## config.mk

```make
export PLATFORM = sky130hd
export DESIGN_NAME = pipe_hazard_ctrl_flat
export DESIGN_NICKNAME = d
export VERILOG_FILES = /design/src/rtl/pipe_hazard_ctrl_pkg.sv /design/src/rtl/pipe_hazard_ctrl_if.sv /design/src/rtl/pipe_hazard_ctrl_scoreboard.sv /design/src/rtl/pipe_hazard_ctrl.sv /design/src/flat_wrapper.sv
export SDC_FILE = /design/constraint.sdc
export NUM_CORES = 1
export LEC_CHECK = 0
export CAP_MARGIN = 0
export CORE_MARGIN = 2
export CORE_UTILIZATION = 46
export CTS_CLUSTER_DIAMETER = 100
export DETAILED_ROUTE_END_ITERATION = 10
export PLACE_DENSITY = 0.79
export SYNTH_ARGS = -nofsm -noshare
export SYNTH_HDL_FRONTEND = slang
export SYNTH_SLANG_ARGS = --single-unit
```

## constraint.sdc

```tcl
create_clock -name clk -period 7.7 [get_ports clk]
set_input_delay 2.31 -clock clk [delete_from_list [all_inputs] [get_ports clk]]
set_output_delay 2.31 -clock clk [all_outputs]
set_load 0.01 [all_outputs]
```

## src/rtl/pipe_hazard_ctrl_pkg.sv

```systemverilog
// rtl/pipe_hazard_ctrl_pkg.sv - shared types and helpers for the pipeline hazard controller
package pipe_hazard_ctrl_pkg;

  typedef enum logic [1:0] {
    ST_RUN    = 2'd0,
    ST_FREEZE = 2'd1,
    ST_HALT   = 2'd2
  } state_e;

  localparam logic [4:0] X0 = 5'd0;

  typedef struct packed {
    logic       v;
    logic [4:0] rd;
    logic       wr;
    logic       ld;
  } sb_entry_t;

  // x0 is hardwired, so a writer of x0 can never produce a RAW dependency
  function automatic logic writes_reg(input sb_entry_t e, input logic [4:0] rs);
    return e.v && e.wr && (e.rd == rs) && (rs != X0);
  endfunction

endpackage

```

## src/rtl/pipe_hazard_ctrl_if.sv

```systemverilog
// rtl/pipe_hazard_ctrl_if.sv - decode-side inputs and stage control outputs of the hazard controller
interface pipe_hazard_ctrl_if #(parameter int CNT_W = 32);
  logic             id_valid;
  logic [4:0]       id_rs1;
  logic [4:0]       id_rs2;
  logic             id_use_rs1;
  logic             id_use_rs2;
  logic [4:0]       id_rd;
  logic             id_wr_rd;
  logic             id_is_load;
  logic             id_illegal;
  logic             ex_redirect;
  logic             mem_busy;
  logic             pc_en;
  logic             if_id_en;
  logic             if_id_flush;
  logic             id_ex_flush;
  logic             ex_mem_en;
  logic             mem_wb_en;
  logic             pc_sel_tgt;
  logic             halted;
  logic [1:0]       state;
  logic [CNT_W-1:0] stall_cnt;

  modport master (
    output id_valid, id_rs1, id_rs2, id_use_rs1, id_use_rs2, id_rd, id_wr_rd,
           id_is_load, id_illegal, ex_redirect, mem_busy,
    input  pc_en, if_id_en, if_id_flush, id_ex_flush, ex_mem_en, mem_wb_en,
           pc_sel_tgt, halted, state, stall_cnt
  );

  modport slave (
    input  id_valid, id_rs1, id_rs2, id_use_rs1, id_use_rs2, id_rd, id_wr_rd,
           id_is_load, id_illegal, ex_redirect, mem_busy,
    output pc_en, if_id_en, if_id_flush, id_ex_flush, ex_mem_en, mem_wb_en,
           pc_sel_tgt, halted, state, stall_cnt
  );
endinterface

```

## src/rtl/pipe_hazard_ctrl_scoreboard.sv

```systemverilog
// rtl/pipe_hazard_ctrl_scoreboard.sv - EX/MEM/WB destination tracking and RAW match logic
module pipe_scoreboard
  import pipe_hazard_ctrl_pkg::*;
#(
  parameter bit FWD_EN    = 1'b1,
  parameter bit RF_BYPASS = 1'b1
) (
  input  logic       clk,
  input  logic       reset,
  input  logic       shift_en,
  input  logic       ex_bubble,
  input  logic       id_valid,
  input  logic [4:0] id_rd,
  input  logic       id_wr,
  input  logic       id_ld,
  input  logic [4:0] rs1,
  input  logic [4:0] rs2,
  output logic       rs1_match,
  output logic       rs2_match
);

  sb_entry_t ex_q, mem_q, wb_q;

  always_ff @(posedge clk) begin
    if (reset) begin
      ex_q  <= '0;
      mem_q <= '0;
      wb_q  <= '0;
    end else if (shift_en) begin
      ex_q  <= '{v: id_valid && !ex_bubble, rd: id_rd, wr: id_wr, ld: id_ld};
      mem_q <= ex_q;
      wb_q  <= mem_q;
    end
  end

  // With forwarding only a load in EX is too late; without it any EX/MEM writer stalls
  always_comb begin
    rs1_match = (writes_reg(ex_q, rs1) && (ex_q.ld || !FWD_EN))
             || (!FWD_EN && writes_reg(mem_q, rs1))
             || (!RF_BYPASS && writes_reg(wb_q, rs1));
    rs2_match = (writes_reg(ex_q, rs2) && (ex_q.ld || !FWD_EN))
             || (!FWD_EN && writes_reg(mem_q, rs2))
             || (!RF_BYPASS && writes_reg(wb_q, rs2));
  end

endmodule

```

## src/rtl/pipe_hazard_ctrl.sv

```systemverilog
// rtl/pipe_hazard_ctrl.sv - pipeline sequencer: hazard stalls, freeze, redirect squash, halt, stall counter
module pipe_hazard_ctrl
  import pipe_hazard_ctrl_pkg::*;
#(
  parameter bit FWD_EN    = 1'b1,
  parameter bit RF_BYPASS = 1'b1,
  parameter int CNT_W     = 32
) (
  input  logic               clk,
  input  logic               reset,
  pipe_hazard_ctrl_if.slave  bus
);

  state_e           state_q, state_d;
  logic             rs1_match, rs2_match;
  logic             hazard, illegal;
  logic             pc_en, if_id_en, if_id_flush, id_ex_flush;
  logic             ex_mem_en, mem_wb_en, pc_sel_tgt;
  logic [CNT_W-1:0] stall_cnt_q;

  pipe_scoreboard #(.FWD_EN(FWD_EN), .RF_BYPASS(RF_BYPASS)) u_sb (
    .clk       (clk),
    .reset     (reset),
    .shift_en  (mem_wb_en),
    .ex_bubble (id_ex_flush),
    .id_valid  (bus.id_valid),
    .id_rd     (bus.id_rd),
    .id_wr     (bus.id_wr_rd),
    .id_ld     (bus.id_is_load),
    .rs1       (bus.id_rs1),
    .rs2       (bus.id_rs2),
    .rs1_match (rs1_match),
    .rs2_match (rs2_match)
  );

  assign hazard  = bus.id_valid && ((bus.id_use_rs1 && rs1_match) || (bus.id_use_rs2 && rs2_match));
  assign illegal = bus.id_valid && bus.id_illegal;

  always_ff @(posedge clk) begin
    if (reset) state_q <= ST_RUN;
    else       state_q <= state_d;
  end

  // FREEZE with mem_busy released decodes exactly like RUN
  always_comb begin
    state_d     = state_q;
    pc_en       = 1'b0;
    if_id_en    = 1'b0;
    if_id_flush = 1'b0;
    id_ex_flush = 1'b0;
    ex_mem_en   = 1'b0;
    mem_wb_en   = 1'b0;
    pc_sel_tgt  = 1'b0;
    if (reset) begin
      state_d     = ST_RUN;
      if_id_flush = 1'b1;
      id_ex_flush = 1'b1;
    end else if (state_q == ST_HALT) begin
      id_ex_flush = 1'b1;
      ex_mem_en   = 1'b1;
      mem_wb_en   = 1'b1;
    end else if (bus.mem_busy) begin
      state_d = ST_FREEZE;
    end else begin
      state_d   = ST_RUN;
      ex_mem_en = 1'b1;
      mem_wb_en = 1'b1;
      if (bus.ex_redirect) begin
        pc_sel_tgt  = 1'b1;
        pc_en       = 1'b1;
        if_id_en    = 1'b1;
        if_id_flush = 1'b1;
        id_ex_flush = 1'b1;
      end else if (hazard || illegal) begin
        id_ex_flush = 1'b1;
        if (illegal) state_d = ST_HALT;
      end else begin
        pc_en    = 1'b1;
        if_id_en = 1'b1;
      end
    end
  end

  always_ff @(posedge clk) begin
    if (reset)                               stall_cnt_q <= '0;
    else if (!pc_en && state_q != ST_HALT)   stall_cnt_q <= stall_cnt_q + 1'b1;
  end

  assign bus.pc_en       = pc_en;
  assign bus.if_id_en    = if_id_en;
  assign bus.if_id_flush = if_id_flush;
  assign bus.id_ex_flush = id_ex_flush;
  assign bus.ex_mem_en   = ex_mem_en;
  assign bus.mem_wb_en   = mem_wb_en;
  assign bus.pc_sel_tgt  = pc_sel_tgt;
  assign bus.halted      = !reset && (state_q == ST_HALT);
  assign bus.state       = reset ? 2'(ST_RUN) : 2'(state_q);
  assign bus.stall_cnt   = stall_cnt_q;

endmodule

```

## src/flat_wrapper.sv

```systemverilog
// flat-port wrapper written by rule: the top's interface ports become plain ports
module pipe_hazard_ctrl_flat import pipe_hazard_ctrl_pkg::*;
#(
  parameter bit FWD_EN    = 1'b1,
  parameter bit RF_BYPASS = 1'b1,
  parameter int CNT_W     = 32
)
  (clk, reset, bus_id_valid, bus_id_rs1, bus_id_rs2, bus_id_use_rs1, bus_id_use_rs2, bus_id_rd, bus_id_wr_rd, bus_id_is_load, bus_id_illegal, bus_ex_redirect, bus_mem_busy, bus_pc_en, bus_if_id_en, bus_if_id_flush, bus_id_ex_flush, bus_ex_mem_en, bus_mem_wb_en, bus_pc_sel_tgt, bus_halted, bus_state, bus_stall_cnt);
  pipe_hazard_ctrl_if #(.CNT_W(CNT_W)) bus_i ();
  input  logic clk;
  input  logic reset;
  input wire logic [$bits(bus_i.id_valid)-1:0] bus_id_valid;
  input wire logic [$bits(bus_i.id_rs1)-1:0] bus_id_rs1;
  input wire logic [$bits(bus_i.id_rs2)-1:0] bus_id_rs2;
  input wire logic [$bits(bus_i.id_use_rs1)-1:0] bus_id_use_rs1;
  input wire logic [$bits(bus_i.id_use_rs2)-1:0] bus_id_use_rs2;
  input wire logic [$bits(bus_i.id_rd)-1:0] bus_id_rd;
  input wire logic [$bits(bus_i.id_wr_rd)-1:0] bus_id_wr_rd;
  input wire logic [$bits(bus_i.id_is_load)-1:0] bus_id_is_load;
  input wire logic [$bits(bus_i.id_illegal)-1:0] bus_id_illegal;
  input wire logic [$bits(bus_i.ex_redirect)-1:0] bus_ex_redirect;
  input wire logic [$bits(bus_i.mem_busy)-1:0] bus_mem_busy;
  output wire logic [$bits(bus_i.pc_en)-1:0] bus_pc_en;
  output wire logic [$bits(bus_i.if_id_en)-1:0] bus_if_id_en;
  output wire logic [$bits(bus_i.if_id_flush)-1:0] bus_if_id_flush;
  output wire logic [$bits(bus_i.id_ex_flush)-1:0] bus_id_ex_flush;
  output wire logic [$bits(bus_i.ex_mem_en)-1:0] bus_ex_mem_en;
  output wire logic [$bits(bus_i.mem_wb_en)-1:0] bus_mem_wb_en;
  output wire logic [$bits(bus_i.pc_sel_tgt)-1:0] bus_pc_sel_tgt;
  output wire logic [$bits(bus_i.halted)-1:0] bus_halted;
  output wire logic [$bits(bus_i.state)-1:0] bus_state;
  output wire logic [$bits(bus_i.stall_cnt)-1:0] bus_stall_cnt;
  assign bus_i.id_valid = bus_id_valid;
  assign bus_i.id_rs1 = bus_id_rs1;
  assign bus_i.id_rs2 = bus_id_rs2;
  assign bus_i.id_use_rs1 = bus_id_use_rs1;
  assign bus_i.id_use_rs2 = bus_id_use_rs2;
  assign bus_i.id_rd = bus_id_rd;
  assign bus_i.id_wr_rd = bus_id_wr_rd;
  assign bus_i.id_is_load = bus_id_is_load;
  assign bus_i.id_illegal = bus_id_illegal;
  assign bus_i.ex_redirect = bus_ex_redirect;
  assign bus_i.mem_busy = bus_mem_busy;
  assign bus_pc_en = bus_i.pc_en;
  assign bus_if_id_en = bus_i.if_id_en;
  assign bus_if_id_flush = bus_i.if_id_flush;
  assign bus_id_ex_flush = bus_i.id_ex_flush;
  assign bus_ex_mem_en = bus_i.ex_mem_en;
  assign bus_mem_wb_en = bus_i.mem_wb_en;
  assign bus_pc_sel_tgt = bus_i.pc_sel_tgt;
  assign bus_halted = bus_i.halted;
  assign bus_state = bus_i.state;
  assign bus_stall_cnt = bus_i.stall_cnt;
  pipe_hazard_ctrl #(.FWD_EN(FWD_EN), .RF_BYPASS(RF_BYPASS), .CNT_W(CNT_W)) u_core (.clk(clk), .reset(reset), .bus(bus_i));
endmodule
```

Word level (Yosys, flattened, before mapping) --
Index checks and enable logic that the tools add are counted.
Word-level totals: bits in latches 0, memory bits (read-only) 0, bits of input ports 25, RAM bits 0, memories 0, output and inout bits 42, bits in registers 42, logic and storage cells 55
Operators by class: multiply operators 0, bitwise operators 0, eq/ne operators 4, reductions and logical operators 21, muxes and demuxes 23, divide/modulo/power cells 0, add/sub/neg operators 1, shift operators 0, magnitude comparators 0
Operator list (number):
- 32-bit by 1-bit adder with 32-bit output, second input constant | 1
- 1-bit 2-to-1 mux | 18
- 1-bit logical AND | 14
- 5-bit equality test | 2
- 2-bit 2-to-1 mux | 5
- 5-bit nonzero test | 2
- 1-bit logical NOT | 3
- 2-bit equality test, second input constant | 1
- 1-bit logical OR | 2
- 2-bit inequality test, second input constant | 1

Longest topological paths before layout --
depth in word-level cells 15, depth in mapped cells 8, mapped depth without buffers 6

By module --
From an unflattened synthesis, not the netlist that was laid out.
Second synthesis, totals: cell total of the unflattened synthesis 255, area total of the unflattened synthesis 2197.1 µm²
By module, submodules not included:
- pipe_hazard_ctrl | times used 1, sequential area each 680.7 µm², area each 1769.2 µm², cells each 209
- pipe_scoreboard | times used 1, sequential area each 160.2 µm², area each 427.9 µm², cells each 46

Worst setup path before layout --
OpenSTA, ideal clock, no wires.
path type input to output, start point input port reset, end point output port bus_mem_wb_en, arrival 3.685 ns, path buffers 3, data required time 5.390 ns, setup slack 1.705 ns, cell stages on the path 6, cell sequence clkbuf_1 nor2b_1 nor2b_1 or2_2 clkbuf_1 buf_4
Between the ends: word-level cells in the longest chain between the ends 1
Ends and longest elaborated chain:
- start: declaration | RTL line flat_wrapper.sv:11 | input logic reset;
- 1-bit 2-to-1 mux
- end: declaration | RTL line flat_wrapper.sv:28 | output wire logic [$bits(bus_i.mem_wb_en)-1:0] bus_mem_wb_en;
Every way passes these cells.

Worst setup path after layout --
start point input port bus_id_rs1[0], end point output port bus_if_id_en
Between the ends: word-level cells in the longest chain between the ends 13, elaborated cells between the ends (all ways) 14, classes of those cells eq/ne (1); mux (5); reduce/logical (8)
Ends and longest elaborated chain:
- start: declaration | RTL line flat_wrapper.sv:13 | input wire logic [$bits(bus_i.id_rs1)-1:0] bus_id_rs1;
- 5-bit equality test | RTL line pipe_hazard_ctrl_pkg.sv:21 | return e.v && e.wr && (e.rd == rs) && (rs != X0);
- 1-bit logical AND | RTL line pipe_hazard_ctrl_pkg.sv:21
- 1-bit logical AND * | RTL line pipe_hazard_ctrl_pkg.sv:21
- 1-bit logical AND * | RTL line pipe_hazard_ctrl_scoreboard.sv:38 | rs1_match = (writes_reg(ex_q, rs1) && (ex_q.ld || !FWD_EN))
- 1-bit logical AND * | RTL line pipe_hazard_ctrl.sv:36 | assign hazard = bus.id_valid && ((bus.id_use_rs1 && rs1_match) || (bus.id_use_rs2 && rs2_match));
- 1-bit logical OR * | RTL line pipe_hazard_ctrl.sv:36
- 1-bit logical AND * | RTL line pipe_hazard_ctrl.sv:36
- 1-bit logical OR * | RTL line pipe_hazard_ctrl.sv:74 | end else if (hazard || illegal) begin
- 1-bit 2-to-1 mux * | RTL line pipe_hazard_ctrl.sv:74
- 1-bit 2-to-1 mux * | RTL line pipe_hazard_ctrl.sv:68 | if (bus.ex_redirect) begin
- 1-bit 2-to-1 mux * | RTL line pipe_hazard_ctrl.sv:62 | end else if (bus.mem_busy) begin
- 1-bit 2-to-1 mux * | RTL line pipe_hazard_ctrl.sv:58 | end else if (state_q == ST_HALT) begin
- 1-bit 2-to-1 mux * | RTL line pipe_hazard_ctrl.sv:54 | if (reset) begin
- end: declaration | RTL line flat_wrapper.sv:24 | output wire logic [$bits(bus_i.if_id_en)-1:0] bus_if_id_en;
Every way passes the cells marked *; elsewhere a longest branch is shown, timed or not.

==> impl_metrics.yaml <==
synth:
  synth-seq-cells: 42
  syn_area_um2: 2180
  synth-seq-area-share_pct: 38.6
  syn_nets: 282
  synth_edf_count: 0
  synth_top_area_share_pct: 38.6
  yosys_warnings: 0
  synth_flop_cell: "dfxtp_1"
  yosys-top-cells-area: "dfxtp_1 (39%), a21oi_1 (6.0%), or3_1 (4.6%)"
  yosysUniqueCellTypes: 49
  synthArstFlopShare_pct: 0
  avgSynthCellArea_um2: 8.51
  synth_cells: 256
  yosysTopAreaCell: "dfxtp_1"
final_layout:
  fillers: 410
  final_nets: 344
  final_core_util_pct: 63.3
  area_delta_synth_final_pct: 34.6
  most-common-layout-cells: "clkdlybuf4s50_1 (66), dfxtp_1 (42), a21oi_1 (26)"
  layoutNonFillerInstCount: 372
  diodes: 0
  final_common_cell: "clkdlybuf4s50_1"
  drive_gt1_share_pct: 6.29
worst_setup_path:
  crit_fanout: 13
  arrival_ns: 4.57
  cp-end-kind: "primary output"
  cp_cell_sequence: "clkdlybuf4s50_1, nor4_1, o21bai_1, a41oi_1, and3_1, clkdlybuf4s50_1"
  crit_type: "input pin to primary output"
  crit_end: "bus_if_id_en"
  rr_endpoint: "u_core.bus.stall_cnt[31]$_SDFFE_PP0P_"
  start_kind: "input pin"
  cpMaxStageDelayCell: "clkdlybuf4s50_1"
  reg2reg_from: "u_core.u_sb.ex_q[2]$_SDFFE_PP0P_"
  cpMostUsedCell: "clkdlybuf4s50_1"
  critical_path_required_ns: 5.39
  slowest_delay_ns: 0.61
  reg2reg_slack_ns: 5.40
  r2r_cells: 6
  worstSetupStartpoint: "bus_id_rs1[0]"
power_and_ir_drop:
  ir_worst_vdd_v: 0.000107
  p_per_area_nw_per_um2: 141
  power.static_leakage_nw: 0.975
global_route:
  grt_util_all_layers_pct: 20.9
  antenna_found_initial: 0
  grt_pass1_vias: 2025
  grt_overflow_total: 0
  grt_max_degree: 34
  grt_pass1_wl_mm: 8.99
floorplanning:
  io_pins: 67
  initial_utilization_pct: 47.1
  die_y_um: 72.8
  rows: 25
  dieWidth_um: 72.8
  core_um2: 4630
  dieArea_um2: 5300
timing:
  holdWs_ns: 0.487
  period_minus_slack_ns: 6.88
  tns_ns: 0
  slew_violations: 0
  max_slew.worst_pin.slew_ns: 0.791
  period_share_pct: 89.4
  slew_headroom_pct: 46.9
  finalHoldViolations: 0
  max_freq_mhz: 145
  finalSetupViolCount: 0
  clock_skew_ns: 0.00282
  rsz0062_at_grt: "no"
clocking:
  clk_latency_ns: 0.28
  htree_levels: 2
  clk_pin_slew_ns: 0.07
  post_cts_resize_count: 0
  clockBufferDepth: 2
  cts_tree: "built"
  post-cts-setup-buffer-count: 0
  cts_inserted_buffers: 5
  hold_buffers: 0
  cts_num_sinks: 42
  root_buffer: "clkbuf_8"
outcome:
  status: "completed"
place:
  io_buffers: 66
  gp_congestion: 0.818
  hpwlAfterDp_mm: 3.78
  placed_cells: 365
drt:
  wirelength_mm: 5.12
  drt_iter0_drc: 110
  drtAntennaViolNets: 0
  wl_per_cell_um: 13.8
  vias: 2143
  drc_errors: 0
  vias_per_cell: 5.76
  firstDrtPassIters: 6
flow_run:
  maxCapViolCount: 0
hold_path:
  holdPathStages: 1
  hold_path_class: "flip-flop to flip-flop"
[synthesized netlist by cell type (3+ instances only)]
cell type / n
dfxtp_1: 42
a21oi_1: 26
o21ai_0: 16
or3_1: 16
nand2_1: 15
nor2_1: 13
nand3_1: 11
o31ai_1: 10
nor2b_1: 9
or4_1: 9
clkbuf_1: 8
inv_1: 7
xor2_1: 7
a22o_1: 6
nand4_1: 6
and3_1: 5
mux2_2: 4
nor3_1: 4
xnor2_1: 4
nor4_1: 3
[sequential cells by signal, indices dropped and copies added (netlist names)]
register and flops:
u_core.u_sb.ex_q 8, u_core.bus.stall_cnt 32, u_core.state_q 2
[worst min-delay path by stage]
stage | startpoint | to | slack (ns)
after floorplan | u_core.u_sb.ex_q[0]$_SDFFE_PP0P_ | u_core.u_sb.ex_q[0]$_SDFFE_PP0P_ | 0.44
after global placement | u_core.u_sb.ex_q[0]$_SDFFE_PP0P_ | u_core.u_sb.ex_q[0]$_SDFFE_PP0P_ | 0.46
after detailed placement | u_core.u_sb.ex_q[0]$_SDFFE_PP0P_ | u_core.u_sb.ex_q[0]$_SDFFE_PP0P_ | 0.46
after CTS | u_core.u_sb.ex_q[0]$_SDFFE_PP0P_ | u_core.u_sb.ex_q[0]$_SDFFE_PP0P_ | 0.48
after global routing | u_core.u_sb.ex_q[0]$_SDFFE_PP0P_ | u_core.u_sb.ex_q[0]$_SDFFE_PP0P_ | 0.50
final | u_core.u_sb.ex_q[0]$_SDFFE_PP0P_ | u_core.u_sb.ex_q[0]$_SDFFE_PP0P_ | 0.49
[final cells by class]
| type | count | area (um2) | area share [%] |
|---|---|---|---|
| multi-input combinational | 194 | 1240 | 42.5 |
| sequential | 42 | 841 | 28.7 |
| timing repair buffer | 68 | 676 | 23.0 |
| clock buffer | 7 | 76.3 | 2.60 |
| tap | 54 | 67.6 | 2.30 |
| inverter | 7 | 26.3 | 0.896 |
[critical path: cells and delay by family]
| family | cells | cell delay [ns] |
|---|---|---|
| AND/OR/NAND/NOR | 2 | 0.76 |
| buffers and inverters | 2 | 1.05 |
| AO/OA/AOI/OAI | 2 | 0.45 |
[logic make-up (layout without fill, tap and decap cells)]
family,count (synthesis),after routing,synth area share [%]
muxes,5,5,2.53
buffers and inverters,20,82,4.25
DFF,42,42,38.6
and+or+nand+nor,107,107,29.3
xor gates and xnor gates,11,11,4.42
AOI/OAI and AO/OA,70,70,20.3
adders and majority gates,1,1,0.574
[per-layer routing]
metal / vias up / global-route usage, % / part of all wire, %
met1: 1016 / 27.6 / 48
met2: 47 / 34.5 / 48
met3: 4 / 4.42 / 3.7
li1: 1076 / - / -
met5: - / 0 / 0
met4: 0 / 5.56 / 0.90
[metrics by stage]
step                      area [um2]  setup WS [ns]  power (mW)
after floorplan                 2180           1.70       0.261
after global routing            2930          0.642       0.431
after detailed placement        2860          0.818       0.289
final                           2930          0.815       0.415
after CTS                       2930          0.805       0.419
after global placement          2860          0.851       0.288
[power by group]
part / switching (mW) / internal, mW
Sequential: 0.00696 / 0.222
Clock: 0.0685 / 0.0625
Combinational: 0.0251 / 0.0297
Total: 0.101 / 0.314
Note: power is estimated with default switching activity, not from simulation.
